### config.mk
export PLATFORM = sky130hd
export DESIGN_NAME = pipeline_id_fwd
export DESIGN_NICKNAME = d
export VERILOG_FILES = /design/src/rtl/pipeline_id_fwd.sv
export SDC_FILE = /design/constraint.sdc
export NUM_CORES = 2
export LEC_CHECK = 0
export ABC_AREA = 1
export CORE_MARGIN = 2
export CORE_UTILIZATION = 50
export CTS_CLUSTER_DIAMETER = 60
export DETAILED_ROUTE_END_ITERATION = 10
export PLACE_DENSITY_LB_ADDON = 0.3
export SYNTH_ARGS = -nofsm -noshare
export SYNTH_HDL_FRONTEND = slang
export SYNTH_SLANG_ARGS = --single-unit
export TNS_END_PERCENT = 20
### constraint.sdc
create_clock -name clk -period 45 [get_ports clk]
set_input_delay 9 -clock clk [delete_from_list [all_inputs] [get_ports clk]]
set_output_delay 9 -clock clk [all_outputs]
set_load 0.02 [all_outputs]
### src/rtl/pipeline_id_fwd.sv
// pipeline_id_fwd: decode-stage datapath with register file, operand forwarding,
// load-use hazard detection and an ID/EX pipeline register (valid/ready).
//
// Ports
//   clk, rst                       clock, asynchronous active-high reset
//   in_valid / in_ready            decoded instruction handshake from id_decoder
//   in_rs1, in_rs2, in_use_rs1/2   source indices and whether each is really read
//   in_rd, in_is_load, in_ctrl,    destination, load flag, opaque control bundle,
//   in_imm                         extended immediate
//   wb_en / wb_rd / wb_data        register file write port (write-through on read)
//   mem_fwd_*                      result leaving MEM (bypass)
//   ex_fwd_*                       non-load result of the instruction in EX (bypass)
//   flush                          kill the instruction in ID and the ID/EX register
//   out_valid / out_ready          ID/EX register handshake to EX
//   out_rd, out_is_load, out_ctrl,
//   out_imm, out_src1, out_src2    registered instruction fields and operands
//   stall_cnt                      saturating count of load-use stall cycles
module pipeline_id_fwd #(
  parameter int unsigned XLEN     = 32,
  parameter int unsigned NREG     = 32,
  parameter int unsigned RADDR_W  = 5,
  parameter int unsigned CTRL_W   = 8,
  parameter int unsigned ZERO_REG = 1,
  parameter int unsigned CNT_W    = 16
) (
  input  logic               clk,
  input  logic               rst,
  input  logic               in_valid,
  output logic               in_ready,
  input  logic [RADDR_W-1:0] in_rs1,
  input  logic [RADDR_W-1:0] in_rs2,
  input  logic               in_use_rs1,
  input  logic               in_use_rs2,
  input  logic [RADDR_W-1:0] in_rd,
  input  logic               in_is_load,
  input  logic [CTRL_W-1:0]  in_ctrl,
  input  logic [XLEN-1:0]    in_imm,
  input  logic               wb_en,
  input  logic [RADDR_W-1:0] wb_rd,
  input  logic [XLEN-1:0]    wb_data,
  input  logic               mem_fwd_en,
  input  logic [RADDR_W-1:0] mem_fwd_rd,
  input  logic [XLEN-1:0]    mem_fwd_data,
  input  logic               ex_fwd_en,
  input  logic [RADDR_W-1:0] ex_fwd_rd,
  input  logic [XLEN-1:0]    ex_fwd_data,
  input  logic               flush,
  output logic               out_valid,
  input  logic               out_ready,
  output logic [RADDR_W-1:0] out_rd,
  output logic               out_is_load,
  output logic [CTRL_W-1:0]  out_ctrl,
  output logic [XLEN-1:0]    out_imm,
  output logic [XLEN-1:0]    out_src1,
  output logic [XLEN-1:0]    out_src2,
  output logic [CNT_W-1:0]   stall_cnt
);

  localparam bit               ZR      = (ZERO_REG != 0);
  localparam logic [CNT_W-1:0] CNT_MAX = {CNT_W{1'b1}};

  logic [XLEN-1:0] regs [NREG];

  logic            rf_we;
  logic [XLEN-1:0] rf_rd1, rf_rd2;
  logic [XLEN-1:0] op1, op2;
  logic            hazard;
  logic            load_en;

  logic               nxt_valid;
  logic [RADDR_W-1:0] nxt_rd;
  logic               nxt_is_load;
  logic [CTRL_W-1:0]  nxt_ctrl;
  logic [XLEN-1:0]    nxt_imm;
  logic [XLEN-1:0]    nxt_src1;
  logic [XLEN-1:0]    nxt_src2;
  logic [CNT_W-1:0]   nxt_cnt;

  // Register file write enable; register 0 is hardwired when ZERO_REG is set.
  assign rf_we = wb_en && !(ZR && wb_rd == '0) && (32'(wb_rd) < NREG);

  // Register file storage, cleared by reset.
  always_ff @(posedge clk or posedge rst) begin
    if (rst) begin
      for (int i = 0; i < int'(NREG); i++) begin
        regs[i] <= '0;
      end
    end else if (rf_we) begin
      regs[wb_rd] <= wb_data;
    end
  end

  // Raw register file reads; indices past NREG read as zero.
  always_comb begin
    rf_rd1 = '0;
    rf_rd2 = '0;
    if (32'(in_rs1) < NREG) rf_rd1 = regs[in_rs1];
    if (32'(in_rs2) < NREG) rf_rd2 = regs[in_rs2];
  end

  // Bypass selection: youngest producer wins, write-back covers the same-cycle write.
  function automatic logic [XLEN-1:0] pick_operand(
    input logic [RADDR_W-1:0] rs,
    input logic [XLEN-1:0]    rf_val
  );
    logic [XLEN-1:0] val;
    if (ZR && rs == '0) begin
      val = '0;
    end else if (ex_fwd_en && ex_fwd_rd == rs) begin
      val = ex_fwd_data;
    end else if (mem_fwd_en && mem_fwd_rd == rs) begin
      val = mem_fwd_data;
    end else if (wb_en && wb_rd == rs) begin
      val = wb_data;
    end else begin
      val = rf_val;
    end
    return val;
  endfunction

  always_comb begin
    op1 = pick_operand(in_rs1, rf_rd1);
    op2 = pick_operand(in_rs2, rf_rd2);
  end

  // Load-use: a load in ID/EX cannot bypass its data to the next instruction in time.
  always_comb begin
    hazard = in_valid && out_valid && out_is_load && (out_rd != '0 || !ZR) &&
             ((in_use_rs1 && in_rs1 == out_rd) || (in_use_rs2 && in_rs2 == out_rd));
  end

  assign load_en  = !out_valid || out_ready;
  assign in_ready = flush || (load_en && !hazard);

  // Next-state for the ID/EX register and stall counter.
  always_comb begin
    nxt_valid   = out_valid;
    nxt_rd      = out_rd;
    nxt_is_load = out_is_load;
    nxt_ctrl    = out_ctrl;
    nxt_imm     = out_imm;
    nxt_src1    = out_src1;
    nxt_src2    = out_src2;
    nxt_cnt     = stall_cnt;

    if (flush) begin
      nxt_valid = 1'b0;
    end else if (load_en && hazard) begin
      nxt_valid = 1'b0;
    end else if (load_en && in_valid) begin
      nxt_valid   = 1'b1;
      nxt_rd      = in_rd;
      nxt_is_load = in_is_load;
      nxt_ctrl    = in_ctrl;
      nxt_imm     = in_imm;
      nxt_src1    = op1;
      nxt_src2    = op2;
    end else if (load_en) begin
      nxt_valid = 1'b0;
    end

    // Counts stall cycles but never wraps.
    if (hazard && !flush && stall_cnt != CNT_MAX) begin
      nxt_cnt = stall_cnt + CNT_W'(1);
    end
  end

  // ID/EX register and stall counter.
  always_ff @(posedge clk or posedge rst) begin
    if (rst) begin
      out_valid   <= 1'b0;
      out_rd      <= '0;
      out_is_load <= 1'b0;
      out_ctrl    <= '0;
      out_imm     <= '0;
      out_src1    <= '0;
      out_src2    <= '0;
      stall_cnt   <= '0;
    end else begin
      out_valid   <= nxt_valid;
      out_rd      <= nxt_rd;
      out_is_load <= nxt_is_load;
      out_ctrl    <= nxt_ctrl;
      out_imm     <= nxt_imm;
      out_src1    <= nxt_src1;
      out_src2    <= nxt_src2;
      stall_cnt   <= nxt_cnt;
    end
  end

endmodule

==> results.sh <==
export IMPL_ctsHoldBuffers=0
export IMPL_holdPathEnd="regs[994]$_DFFE_PP0P_"
export IMPL_min_from="regs[994]$_DFFE_PP0P_"
export IMPL_io_buffer_count=304
export IMPL_grt_ovfl_total=0
export IMPL_min_period_ps=21250
export IMPL_cap_violations=0
export IMPL_hold_ws_ps=375
export IMPL_synth_seq_cells=1151
export IMPL_synth_nets=9171
export IMPL_crit_path_start="in_rs1[3]"
export IMPL_post_drt_wl_per_cell_um=23.7
export IMPL_cts_resized=0
export IMPL_syn2layout_area_growth_pct=11.3
export IMPL_status="finished, final reports clean"
export IMPL_clk_pin_slew_worst_paths_ps=60
export IMPL_grt_busiest_layer="met2"
export IMPL_tightestPinTransition_ps=1250
export IMPL_fmax_mhz=47.0
export IMPL_grt_max_degree=202
export IMPL_path_buf_inv=5
export IMPL_rrSetupSlack_ps=41810
export IMPL_period_share_pct=47.2
export IMPL_yosysTopAreaCellShare_pct=45.8
export IMPL_p_leak_nw=32.0
export IMPL_dpl_instance_area_mm2=0.0659
export IMPL_h_tree_depth=3
export IMPL_grt_util_met1_pct=48.4
export IMPL_yosys_warnings=0
export IMPL_cp_end_kind="primary output"
export IMPL_core_area_mm2=0.125
export IMPL_first_pass_iters=7
export IMPL_synth_top_area_cell="dfrtp_1"
export IMPL_die_w_um=359
export IMPL_final_cells=10500
export IMPL_post_cts_setup_buffers=0
export IMPL_dieArea_mm2=0.129
export IMPL_cp_max_fo=46
export IMPL_rsz0062_at_grt="no"
export IMPL_fin_area_mm2=0.0700
export IMPL_dr_total_vias=64500
export IMPL_worstHoldPathCells=0
export IMPL_drive_gt1_share_pct=4.12
export IMPL_ant_nets=0
export IMPL_cp_top_family="buffers and inverters"
export IMPL_reg2reg_to="out_rd[2]$_DFFE_PP0P_"
export IMPL_worstPathRequired_ps=36000
export IMPL_setup_viol=0
export IMPL_min_path_type="reg -> reg"
export IMPL_cpMostUsedCell="buf_4"
export IMPL_drc=0
export IMPL_start_util_pct=50.3
export IMPL_drt_total_wl_um=249000
export IMPL_synth_cells=8993
export IMPL_cts_buffer_depth=3
export IMPL_cts_tree="yes"
export IMPL_cpMaxStageDelayCell="clkdlybuf4s50_1"
export IMPL_crit_path_cell_trace="buf_4 > inv_2 > buf_4 > o22ai_1 > nor2_1 > nand3_1 > nand2_1 > nand2_2 > buf_4 > nor2_1 > a21oi_1 > clkdlybuf4s50_1"
export IMPL_netlist_area_mm2=0.0629
export IMPL_syn_avg_cell_area_um2=7.00
export IMPL_cts_sinks=1151
export IMPL_numCtsBuffers=121
export IMPL_dp_cells=10200
export IMPL_fin_tns_setup_ps=0
export IMPL_fin_skew_ps=18.0
export IMPL_grt_pass1_wl_um=373000
export IMPL_first_global_vias=60100
export IMPL_hold_viol_final=0
export IMPL_nets=8897
export IMPL_viasPerCell=6.16
export IMPL_clk_latency_ps=760
export IMPL_grt_usage_pct=37.7
export IMPL_layout_common_cells="nand2_1 (3197), o21ai_0 (1351), nand3_1 (1217), dfrtp_1 (1151), a21oi_1 (411)"
export IMPL_ctsRootBufferMaster="clkbuf_16"
export IMPL_critical_path_arrival_ps=12250
export IMPL_dp_hpwl_um=131000
export IMPL_synthDistinctLibCells=27
export IMPL_use_met3_pct=10.1
export IMPL_cellPowerDensity_mw_per_mm2=43.2
export IMPL_pin_count=305
export IMPL_finalMaxSlewViolations=0
export IMPL_critPathKind="in -> out"
export IMPL_ys_seq_area_share_pct=45.8
export IMPL_met2_usage_pct=55.9
export IMPL_drt_iter0_drc=10400
export IMPL_critPathLaunchType="input pin"
export IMPL_fp_row_count=130
export IMPL_routabilityCongestion=0.902
export IMPL_ff2ff_path_depth=11
export IMPL_ir_drop_v=0.0000353
export IMPL_antenna_found_initial=9
export IMPL_die_h_um=359
export IMPL_slowest_delay_ps=700
export IMPL_synthTopCellsByArea="dfrtp_1 (46%), nand2_1 (19%), o21ai_0 (11%)"
export IMPL_r2r_start="out_rd[2]$_DFFE_PP0P_"
export IMPL_layout_commonest_cell="nand2_1"
export IMPL_slew_headroom_pct=16.7
==> Yosys cell counts <==
| cell type | number |
|---|---|
| a21boi_0 | 42 |
| a21oi_1 | 411 |
| buf_1 | 69 |
| buf_2 | 161 |
| buf_4 | 2 |
| buf_6 | 7 |
| clkbuf_1 | 558 |
| clkinv_1 | 1 |
| dfrtp_1 | 1151 |
| ha_1 | 1 |
| inv_1 | 281 |
| inv_2 | 9 |
| nand2_1 | 3227 |
| nand2_2 | 2 |
| nand3_1 | 1219 |
| nand4_1 | 11 |
| nor2_1 | 367 |
| nor3_1 | 15 |
| nor3_2 | 3 |
| nor4_2 | 2 |
| nor4_4 | 4 |
| o211ai_1 | 62 |
| o21ai_0 | 1351 |
| o21ai_1 | 1 |
| o22ai_1 | 9 |
| xnor2_1 | 10 |
| xor2_1 | 17 |
==> per-stage QoR <==
stage	total power, W	setup slack, ps	utilization [%]
after floorplan	0.00176	3580	-
after global placement	0.00195	23880	52.6
after detailed placement	0.00198	23920	52.6
after CTS	0.00301	23920	55.9
after global routing	0.00316	23760	55.9
final	0.00303	23750	55.9
==> registers in the layout (all words and copies together), names as in the netlist <==
name         cells
out_valid        1
out_rd           5
out_src1        32
out_src2        32
stall_cnt       16
out_imm         32
out_ctrl         8
out_is_load      1
regs          1024
==> metal layers <==
layer | wire length [µm] | part of all wire (%)
met5 | 36 | 0.014
met4 | 19600 | 7.9
met3 | 32900 | 13
met2 | 105000 | 42
met1 | 90900 | 37
==> worst max path at each step <==
stage	to	slack [ps]	depth (start not counted)
detailed placement	in_ready	23920	12
global placement	in_ready	23880	12
finish	in_ready	23750	12
floorplan	out_ctrl[0]$_DFFE_PP0P_	3580	1
CTS	in_ready	23920	12
global route	in_ready	23760	12
==> cells by family after synthesis <==
kind of cell	count (synthesis)	share of synthesized area [%]
buffers and inverters	1088	6.90
AO/OA/AOI/OAI	1876	15.3
flip-flops	1151	45.8
AND/OR/NAND/NOR	4850	31.6
XOR/XNOR	27	0.376
adder cells (fa/ha/maj)	1	0.0199
==> power breakdown <==
| part | internal, W | switching, W |
|---|---|---|
| logic | 0.000225 | 0.000397 |
| clock network | 0.000602 | 0.000443 |
| registers | 0.00122 | 0.000138 |
==> cell type report <==
class | count | area, µm²
fillers | 11600 | 55200
multi-input cells | 6754 | 30100
flip-flops and latches | 1151 | 28800
repair buffers | 400 | 3870
clock buffers | 182 | 3610
well taps | 1650 | 2060
inverters | 291 | 1130
clock inverters | 41 | 464
diodes | 6 | 15.0
(Power assumes the default switching activity.)
